### config.mk
export PLATFORM = sky130hd
export DESIGN_NAME = gate_vector_sequencer
export DESIGN_NICKNAME = d
export VERILOG_FILES = /design/src/rtl/gate_vector_sequencer.sv
export SDC_FILE = /design/constraint.sdc
export NUM_CORES = 1
export LEC_CHECK = 0
export ABC_AREA = 0
export ABC_CLOCK_PERIOD_IN_PS = 2600
export BUFFER_PORTS_ARGS = -buffer_cell sky130_fd_sc_hd__buf_2
export CAP_MARGIN = 15
export CORE_UTILIZATION = 51
export CTS_CLUSTER_SIZE = 14
export DETAILED_ROUTE_END_ITERATION = 12
export PLACE_DENSITY_LB_ADDON = 0.1
export SETUP_SLACK_MARGIN = 0.2
export SLEW_MARGIN = 20
export SYNTH_ARGS = -nofsm -noshare
export SYNTH_HDL_FRONTEND = slang
export SYNTH_SLANG_ARGS = --single-unit
### constraint.sdc
create_clock -name clk -period 2.6 [get_ports clk]
set_clock_uncertainty 0.15 [all_clocks]
set_input_delay 0.13 -clock clk [delete_from_list [all_inputs] [get_ports clk]]
set_output_delay 0.13 -clock clk [all_outputs]
set_load 0.02 [all_outputs]
### src/rtl/gate_vector_sequencer.sv
// gate_vector_sequencer
// Purpose: Sweeps every input combination into a gate under test. It samples
// the gate output once per vector and compares it with the NAND reference
// (~&vec_out). It counts mismatches, saturating at 255, and reports pass/fail
// when the sweep ends.
//
// Ports:
//   clk        - single clock, rising edge
//   rst_n      - asynchronous active-low reset
//   start      - begin a sweep (honoured only in IDLE or DONE)
//   vec_out    - stimulus, bit 0 = input a, bit 1 = input b, ...
//   dut_r      - gate output under test (sampled only in CHECK)
//   busy       - sweep in progress (SETTLE or CHECK)
//   done       - sweep finished
//   pass       - sweep finished with zero mismatches
//   err_count  - mismatch count of the current/last sweep, saturating
//
// Optional feature macro: GATE_SEQ_FIRST_FAIL_EN
//   Adds fail_valid / fail_vec, which capture the vector of the first
//   mismatch in a sweep.
//
// state  | meaning
// IDLE   | waiting for start, outputs at reset values
// SETTLE | holding vec_out for SETTLE_CYCLES+1 cycles
// CHECK  | one-cycle compare of dut_r against ~&vec_out
// DONE   | sweep finished, results held until next start
module gate_vector_sequencer #(
  parameter int N_INPUTS      = 2,
  parameter int SETTLE_CYCLES = 1
) (
  input  logic                clk,
  input  logic                rst_n,
  input  logic                start,
  output logic [N_INPUTS-1:0] vec_out,
  input  logic                dut_r,
  output logic                busy,
  output logic                done,
  output logic                pass,
  output logic [7:0]          err_count
`ifdef GATE_SEQ_FIRST_FAIL_EN
  ,
  output logic                fail_valid,
  output logic [N_INPUTS-1:0] fail_vec
`endif
);

  typedef enum logic [1:0] {
    ST_IDLE   = 2'd0,
    ST_SETTLE = 2'd1,
    ST_CHECK  = 2'd2,
    ST_DONE   = 2'd3
  } state_t;

  localparam logic [7:0]          SETTLE_LOAD = 8'(SETTLE_CYCLES);
  localparam logic [N_INPUTS-1:0] VEC_LAST    = {N_INPUTS{1'b1}};

  state_t              state_q, state_d;
  logic [N_INPUTS-1:0] vec_q, vec_d;
  logic [7:0]          cnt_q, cnt_d;
  logic [7:0]          err_q, err_d;
  logic                busy_q, busy_d;
  logic                done_q, done_d;
  logic                pass_q, pass_d;
  logic                fvalid_q, fvalid_d;
  logic [N_INPUTS-1:0] fvec_q, fvec_d;
  logic                expected;
  logic                mismatch;

  always_comb begin
    state_d  = state_q;
    vec_d    = vec_q;
    cnt_d    = cnt_q;
    err_d    = err_q;
    fvalid_d = fvalid_q;
    fvec_d   = fvec_q;
    expected = ~&vec_q;
    mismatch = (dut_r != expected);

    case (state_q)
      ST_IDLE, ST_DONE: begin
        if (start) begin
          state_d  = ST_SETTLE;
          vec_d    = '0;
          cnt_d    = SETTLE_LOAD;
          err_d    = 8'd0;
          fvalid_d = 1'b0;
          fvec_d   = '0;
        end
      end
      ST_SETTLE: begin
        if (cnt_q != 8'd0) cnt_d = cnt_q - 8'd1;
        else               state_d = ST_CHECK;
      end
      ST_CHECK: begin
        if (mismatch) begin
          if (err_q != 8'hff) err_d = err_q + 8'd1;
          // Only the first mismatch of a sweep is captured.
          if (!fvalid_q) begin
            fvalid_d = 1'b1;
            fvec_d   = vec_q;
          end
        end
        if (vec_q == VEC_LAST) begin
          state_d = ST_DONE;
        end else begin
          vec_d   = vec_q + 1'b1;
          cnt_d   = SETTLE_LOAD;
          state_d = ST_SETTLE;
        end
      end
      default: state_d = ST_IDLE;
    endcase

    // Outputs are registered from the next state so they line up with it.
    busy_d = (state_d == ST_SETTLE) || (state_d == ST_CHECK);
    done_d = (state_d == ST_DONE);
    pass_d = (state_d == ST_DONE) && (err_d == 8'd0);
  end

  always_ff @(posedge clk or negedge rst_n) begin
    if (!rst_n) begin
      state_q  <= ST_IDLE;
      vec_q    <= '0;
      cnt_q    <= 8'd0;
      err_q    <= 8'd0;
      busy_q   <= 1'b0;
      done_q   <= 1'b0;
      pass_q   <= 1'b0;
      fvalid_q <= 1'b0;
      fvec_q   <= '0;
    end else begin
      state_q  <= state_d;
      vec_q    <= vec_d;
      cnt_q    <= cnt_d;
      err_q    <= err_d;
      busy_q   <= busy_d;
      done_q   <= done_d;
      pass_q   <= pass_d;
      fvalid_q <= fvalid_d;
      fvec_q   <= fvec_d;
    end
  end

  assign vec_out   = vec_q;
  assign busy      = busy_q;
  assign done      = done_q;
  assign pass      = pass_q;
  assign err_count = err_q;

`ifdef GATE_SEQ_FIRST_FAIL_EN
  assign fail_valid = fvalid_q;
  assign fail_vec   = fvec_q;
`else
  // First-fail capture exists only when the feature is enabled.
  logic unused_ffail;
  assign unused_ffail = fvalid_q ^ (^fvec_q);
`endif

endmodule

==> metrics.md, run 1 <==
| Metric | Value |
|---|---|
| Setup_tns | `0 ns` |
| CP max FO | `4` |
| Main synth FF type | `dfrtp_1` |
| GR Util All Layers | `22.8%` |
| Diode count | `0` |
| Share of the synthesized area in the top cell type | `about two fifths` |
| Fin util | `63.3%` |
| Combinational group share of total power | `51.7%` |
| R2R setup slack | `just over 0.04 ns` |
| Final Instance Area | `1600 um^2` |
| Synth top area cells | `dfrtp_1, ha_1, nor2_1, xor2_1, nand3_1` |
| Worst reg2reg startpoint | `cnt_q[2]$_DFFE_PN0P_` |
| CTS tree | `built` |
| Cell Chain, Critical Path | `or4_4, or4_4, a21oi_2, nor2_1, a221oi_2, ha_2, o311ai_1, nor4_2` |
| Post-synthesis xor/xnor area fraction | `4.94%` |
| Die Y-Extent | `54.3 um` |
| Crit Reg-Reg Endpoint | `pass$_DFF_PN0_` |
| Crit path largest cell delay | `0.56 ns` |
| Die footprint | `2940 um^2` |
| Antenna violations before repair | `0` |
| Sequential share of power | `36.0%` |
| Worst Hold Class | `in2async` |
| Largest net degree at the start of global routing | `24` |
| Row cnt | `18` |
| Core area | `2520 um^2` |
| Antenna Violating Nets Remaining | `0` |
| Switching Fraction | `42.9%` |
| Via count | `1,211` |
| RSZ-0062 raised after global routing | `true` |
| Max Slew Vio Count | `0` |
| Fmax | `391 MHz` |
| Initial Util | `55.2%` |
| Port Buffers | `16` |
| Post-Syn Instances | `146` |
| Post-synthesis compound-gate area fraction | `18.5%` |
| Sw power | `a little over 0.6 mW` |
| Actual slew at the worst max-slew pin | `0.514 ns` |
| #FFs+latches synth | `23` |
| Tmin final | `2.56 ns` |
| CP required | `2.69 ns` |
| Filler Cell Count | `213` |
| EDFF count, synth | `0` |
| Most frequent cell after synthesis | `dfrtp_1` |
| Vias in the first global route | `1,059` |
| DRC | `0` |
| Syn. warnings | `0` |
| Crit path DAT | `2.65 ns` |
| Post-synth top cells | `dfrtp_1, nor2_1, inv_1, nand2_1, nand3_1` |
| Synth unique cells | `45` |
| Clock transition at path regs | `0.13 ns` |
| GPL Wtd Cong | `between 0.9 and 1` |
| Critical path depth | `8` |
| Main combinational cell family by area after synthesis | `simple AND/OR/NAND/NOR gates` |
| Final-report hold violation count | `0` |
| WP buf/inv | `0` |
| Crit path top cell by count | `or4_4` |
| Leak | `about 0.80 nW` |
| Final period util | `between 90% and 100%` |
| Top delay family on crit path | `simple AND/OR/NAND/NOR gates` |
| Post-synth ARST share | `100%` |
| Vias/cell | `6.12` |
| Placed instance area | `around 1500 um^2` |
| I/O Pins | `17` |
| CTS buffer count | `3` |
| Clock power share | `12.3%` |
| Mux cell area share after synthesis | `0.809%` |
| Final setup vio count | `0` |
| Starting DRT DRC Count | `30` |
| Clk sink count | `23` |
| Critical Path End | `pass$_DFF_PN0_` |
| Total of max-cap violations | `0` |
| Power Dens Cells | `~900 nW/um^2` |
| First-pass GRT wire length | `4.79 mm` |
| P&R area growth vs syn | `14.7%` |
| Later-pin clock latency in the skew report | `0.32 ns` |
| Type of origin of the critical path | `flip-flop` |
| Average routed wire per standard cell | `approximately 15 um` |
| Avg Cell Area, Syn | `roughly 9.5 um^2` |
| R2r worst-path depth | `8` |
| Post-detailed-routing wire length | `3.06 mm` |
| CTS Buffer Depth | `2` |
| Die X | `54.3 um` |
| Slowest cell on crit path | `or4_4` |
| Overflow after GRT | `0` |
| Sequential-to-total area share from yosys stat | `41.3%` |
| Final #Nets | `179` |
| Share of cells above drive strength 1 | `20.8%` |
| Register area | `576 um^2` |
| Worst setup startpoint | `cnt_q[2]$_DFFE_PN0P_` |
| Post-Synth Adder-Cell Area | `5.39%` |
| Worst VDD drop | `0.694 mV` |
| Status | `finished clean` |
| H-tree depth | `1` |
| Int Pwr | `0.813 mW` |
| DR pass1 iterations | `4` |
| Root Buffer | `clkbuf_4` |
| Worst hold slack | `between 0.1 and 0.15 ns` |
| Multi-input gate area | `778 um^2` |
| Simple-gate share of the synthesized area | `24.8%` |
| Crit Path Category | `reg2reg` |
| Synth Cell Area | `1390 um^2` |
| Post-synth top area cell | `dfrtp_1` |
| Rel. slew slack | `65.8%` |
| Critical Path Sink Type | `flip-flop` |
| HPWL Detailed | `2.17 mm` |
| Net count after synthesis | `156` |
stage by stage:
step / setup WS, ns / power (mW) / cells
2_1_floorplan: 0.223 / 1.05 / 146
3_3_place_gp: 0.162 / 1.21 / 190
3_5_place_dp: 0.0330 / 1.23 / 190
4_1_cts: 0.0541 / 1.43 / 198
5_1_grt: -0.00511 / 1.54 / 198
6_report: 0.0410 / 1.42 / 198
power groups by stage:
stage / logic (mW) / clock network, mW / registers [mW]
finish: 0.736 / 0.175 / 0.512
CTS: 0.734 / 0.179 / 0.513
detailed placement: 0.704 / 0 / 0.524
floorplan: 0.502 / 0 / 0.544
global route: 0.826 / 0.188 / 0.524
global placement: 0.684 / 0 / 0.521
cell usage in the layout (no fill, tap or decap), drive strengths merged, types with 2 or more instances in the layout:
master	synthesis	final
a21o	3	3
a21oi	4	4
a221oi	2	2
a22o	3	3
a41oi	2	2
and2	2	2
and3	3	3
buf	2	22
clkbuf	4	3
dfrtp	23	23
dlygate4sd3	0	2
ha	6	6
inv	9	9
nand2	9	9
nand2b	3	3
nand3	8	8
nand3b	2	2
nand4	3	3
nor2	15	15
nor2b	2	2
nor3	3	3
o211a	3	3
o211ai	3	3
o21ai	6	6
or4	3	3
xor2	6	6
flip-flops by register name (all words and copies together) (netlist names):
| name | cells |
|---|---|
| err_count | 8 |
| vec_out | 2 |
| done | 1 |
| cnt_q | 8 |
| busy | 1 |
| state_q | 2 |
| pass | 1 |
cells by family (layout without fill, tap and decap cells):
| group | after synthesis | count (layout) |
|---|---|---|
| xor+xnor | 7 | 7 |
| flops | 23 | 23 |
| buf+inv | 15 | 37 |
| simple gates | 60 | 60 |
| mux | 1 | 1 |
| fa+ha+maj | 6 | 6 |
| compound gates | 34 | 34 |
layer usage:
| metal | wire, um | global-route usage (%) |
|---|---|---|
| met5 | 0 | 0 |
| met4 | 46 | 9.40 |
| met2 | 1380 | 34.1 |
| met3 | 174 | 3.61 |
| met1 | 1470 | 32.6 |
final cells by class:
cell class                 count  area share, %
tap                           30           2.35
sequential                    23           36.0
inverter                       9           2.11
timing repair buffer          24           9.08
clock inverter                 1          0.313
clock buffer                   3           1.41
multi-input combinational    108           48.7
what timing repair did:
item	in CTS	in global routing
pin swaps	0	1
buffers inserted	2	0
hold buffers	2	0
endpoints found under the setup margin	1	2
hold endpoints to repair	24	0
resized for setup	1	1
worst reg2reg max path, stage by stage (launching register included):
cell,delay [ns]
dfrtp_1,0.40
or4_4,0.56
or4_4,0.44
a21oi_2,0.13
nor2_1,0.05
a221oi_2,0.22
ha_2,0.25
o311ai_1,0.11
nor4_2,0.17
how the worst min path moves through the flow:
stage	startpoint	slack [ns]	cells after the start	to
2_1_floorplan	rst_n	-0.32	0	busy$_DFF_PN0_
3_5_place_dp	rst_n	-0.01	1	busy$_DFF_PN0_
3_3_place_gp	rst_n	-0.02	1	busy$_DFF_PN0_
5_1_grt	rst_n	0.22	2	cnt_q[0]$_DFFE_PN0P_
4_1_cts	rst_n	0.16	2	busy$_DFF_PN0_
6_report	rst_n	0.14	2	busy$_DFF_PN0_
Power figures use the tool's default switching activity.
==> run 2, diff against run 1 <==
- ABC_CLOCK_PERIOD_IN_PS: 2600 -> 2700
- PLACE_DENSITY: unset -> 0.75
- PLACE_DENSITY_LB_ADDON: 0.1 -> unset
- clock period: 2.6 -> 2.7 ns (I/O delays scaled with it)
==> run 2 against run 1 <==
  * Power decreased by 4.3%
  * Critical path type unchanged
  * Die area is the same
  * Largest cell class unchanged
  * Routed wire length up 2.4%
==> metrics.md, run 2 (synthesis results as in run 1) <==
| Metric | Value |
|---|---|
| First-pass GRT wire length | `5.20 mm` |
| Die Y-Extent | `54.3 um` |
| Critical Path Sink Type | `flip-flop` |
| CP required | `2.78 ns` |
| I/O Pins | `17` |
| DR pass1 iterations | `4` |
| Port Buffers | `16` |
| Final period util | `94.7%` |
| Total of max-cap violations | `0` |
| GR Util All Layers | `around a quarter` |
| Leak | `between 0.7 and 0.8 nW` |
| Cell Chain, Critical Path | `or4_4, or4_4, a21oi_2, nor2_1, a221oi_2, ha_1, o311ai_1, nor4_2` |
| Fmax | `roughly 400 MHz` |
| CTS buffer count | `3` |
| GPL Wtd Cong | `roughly 0.9` |
| Most frequent cells in the layout | `dfrtp_1, buf_2, nor2_1, inv_1, nand2_1` |
| Final-report hold violation count | `0` |
| Actual slew at the worst max-slew pin | `0.627 ns` |
| Type of origin of the critical path | `flip-flop` |
| Root Buffer | `clkbuf_4` |
| Post-detailed-routing wire length | `3.14 mm` |
| Vias in the first global route | `between 1,000 and 1,500` |
| WP buf/inv | `0` |
| Final Instance Area | `~1600 um^2` |
| Clock transition at path regs | `0.13 ns` |
| Overflow after GRT | `0` |
| Top delay family on crit path | `simple AND/OR/NAND/NOR gates` |
| Largest net degree at the start of global routing | `24` |
| Crit Path Category | `reg2reg` |
| Initial Util | `55.2%` |
| Clk sink count | `23` |
| Vias/cell | `6.29` |
| Antenna violations before repair | `0` |
| Die X | `between 50 and 60 um` |
| Most common cell after layout, fill and taps aside | `dfrtp_1` |
| H-tree depth | `1` |
| Final setup vio count | `0` |
| HPWL Detailed | `2.24 mm` |
| Core area | `2520 um^2` |
| Rel. slew slack | `58.0%` |
| Crit path top cell by count | `or4_4` |
| Worst VDD drop | `0.663 mV` |
| Antenna Violating Nets Remaining | `0` |
| CTS tree | `built` |
| Tmin final | `between 2 and 3 ns` |
| Share of cells above drive strength 1 | `18.7%` |
| Status | `finished clean` |
| Die footprint | `around 3000 um^2` |
| Diode count | `0` |
| Average routed wire per standard cell | `16.0 um` |
| Worst Hold Class | `in2async` |
| Power Dens Cells | `between 800 and 900 nW/um^2` |
| Row cnt | `18` |
| Crit path largest cell delay | `0.56 ns` |
| Starting DRT DRC Count | `44` |
| Crit path DAT | `2.64 ns` |
| Final #Nets | `177` |
| RSZ-0062 raised after global routing | `true` |
| CP max FO | `4` |
| Setup_tns | `0 ns` |
| P&R area growth vs syn | `12.6%` |
| Via count | `1,233` |
| Later-pin clock latency in the skew report | `0.31 ns` |
| CTS Buffer Depth | `2` |
| Slowest cell on crit path | `or4_4` |
| DRC | `0` |
| Total power after layout | `1.36 mW` |
| Max Slew Vio Count | `0` |
| Placed instance area | `1510 um^2` |
## run 2: cell count changes in the layout (fill, tap and decap cells not counted), sizes merged
cell / delta
clkinv: -1
buf: -2
clkbuf: +1
## run 2: where the power goes
part           switching [mW]  internal, mW
combinational           0.416         0.282
sequential             0.0701         0.431
clock                   0.105        0.0577
total                   0.592         0.771
## run 2: final timing paths
check                                      from                      to  slack, ns  cells past startpoint
setup / recovery           cnt_q[2]$_DFFE_PN0P_          pass$_DFF_PN0_       0.14                      8
hold / removal                            rst_n    cnt_q[5]$_DFFE_PN0P_       0.16                      2
setup reg to reg           cnt_q[2]$_DFFE_PN0P_          pass$_DFF_PN0_       0.14                      8
hold reg to reg            cnt_q[0]$_DFFE_PN0P_    cnt_q[0]$_DFFE_PN0P_       0.41                      1
max in group asynchronous                 rst_n    cnt_q[7]$_DFFE_PN0P_       1.89                      2
min in group clk                          dut_r  err_count[5]$_DFF_PN0_       0.28                      4
## run 2: final cells by class
class	instances	area (um^2)
repair buffers	22	130
well taps	30	37.5
fillers	221	955
flip-flops and latches	23	576
multi-input cells	108	764
clock buffers	4	26.3
inverters	9	33.8
## run 2: what timing repair did
action | CTS | global route
endpoints found under the setup margin | 2 | 1
endpoints found under the hold margin | 24 | 0
buffers inserted | 1 | 0
hold buffers | 2 | 0
gates resized for setup | 1 | 0
## run 2: per-stage QoR
step	hold WS, ns	setup slack, ns	utilization, %	cells
2_1_floorplan	-0.311	0.248	-	146
3_3_place_gp	-0.0161	0.179	59.8	189
3_5_place_dp	-0.00642	0.0108	59.8	189
4_1_cts	0.177	0.148	62.2	196
5_1_grt	0.205	0.0155	62.2	196
6_report	0.163	0.143	62.2	196
## run 2: worst reg2reg max path: stages (launching register included)
cell and delay (ns):
dfrtp_1 0.41, or4_4 0.56, or4_4 0.44, a21oi_2 0.13
nor2_1 0.06, a221oi_2 0.24, ha_1 0.21, o311ai_1 0.11
nor4_2 0.16
## run 2: per-layer routing
layer | global-route usage, % | wire length (um) | vias to the layer above
met4 | 11.1 | 47 | 0
met1 | 35.1 | 1440 | 595
li1 | - | - | 579
met2 | 40.0 | 1490 | 53
met5 | 0 | 0 | -
met3 | 2.78 | 155 | 6
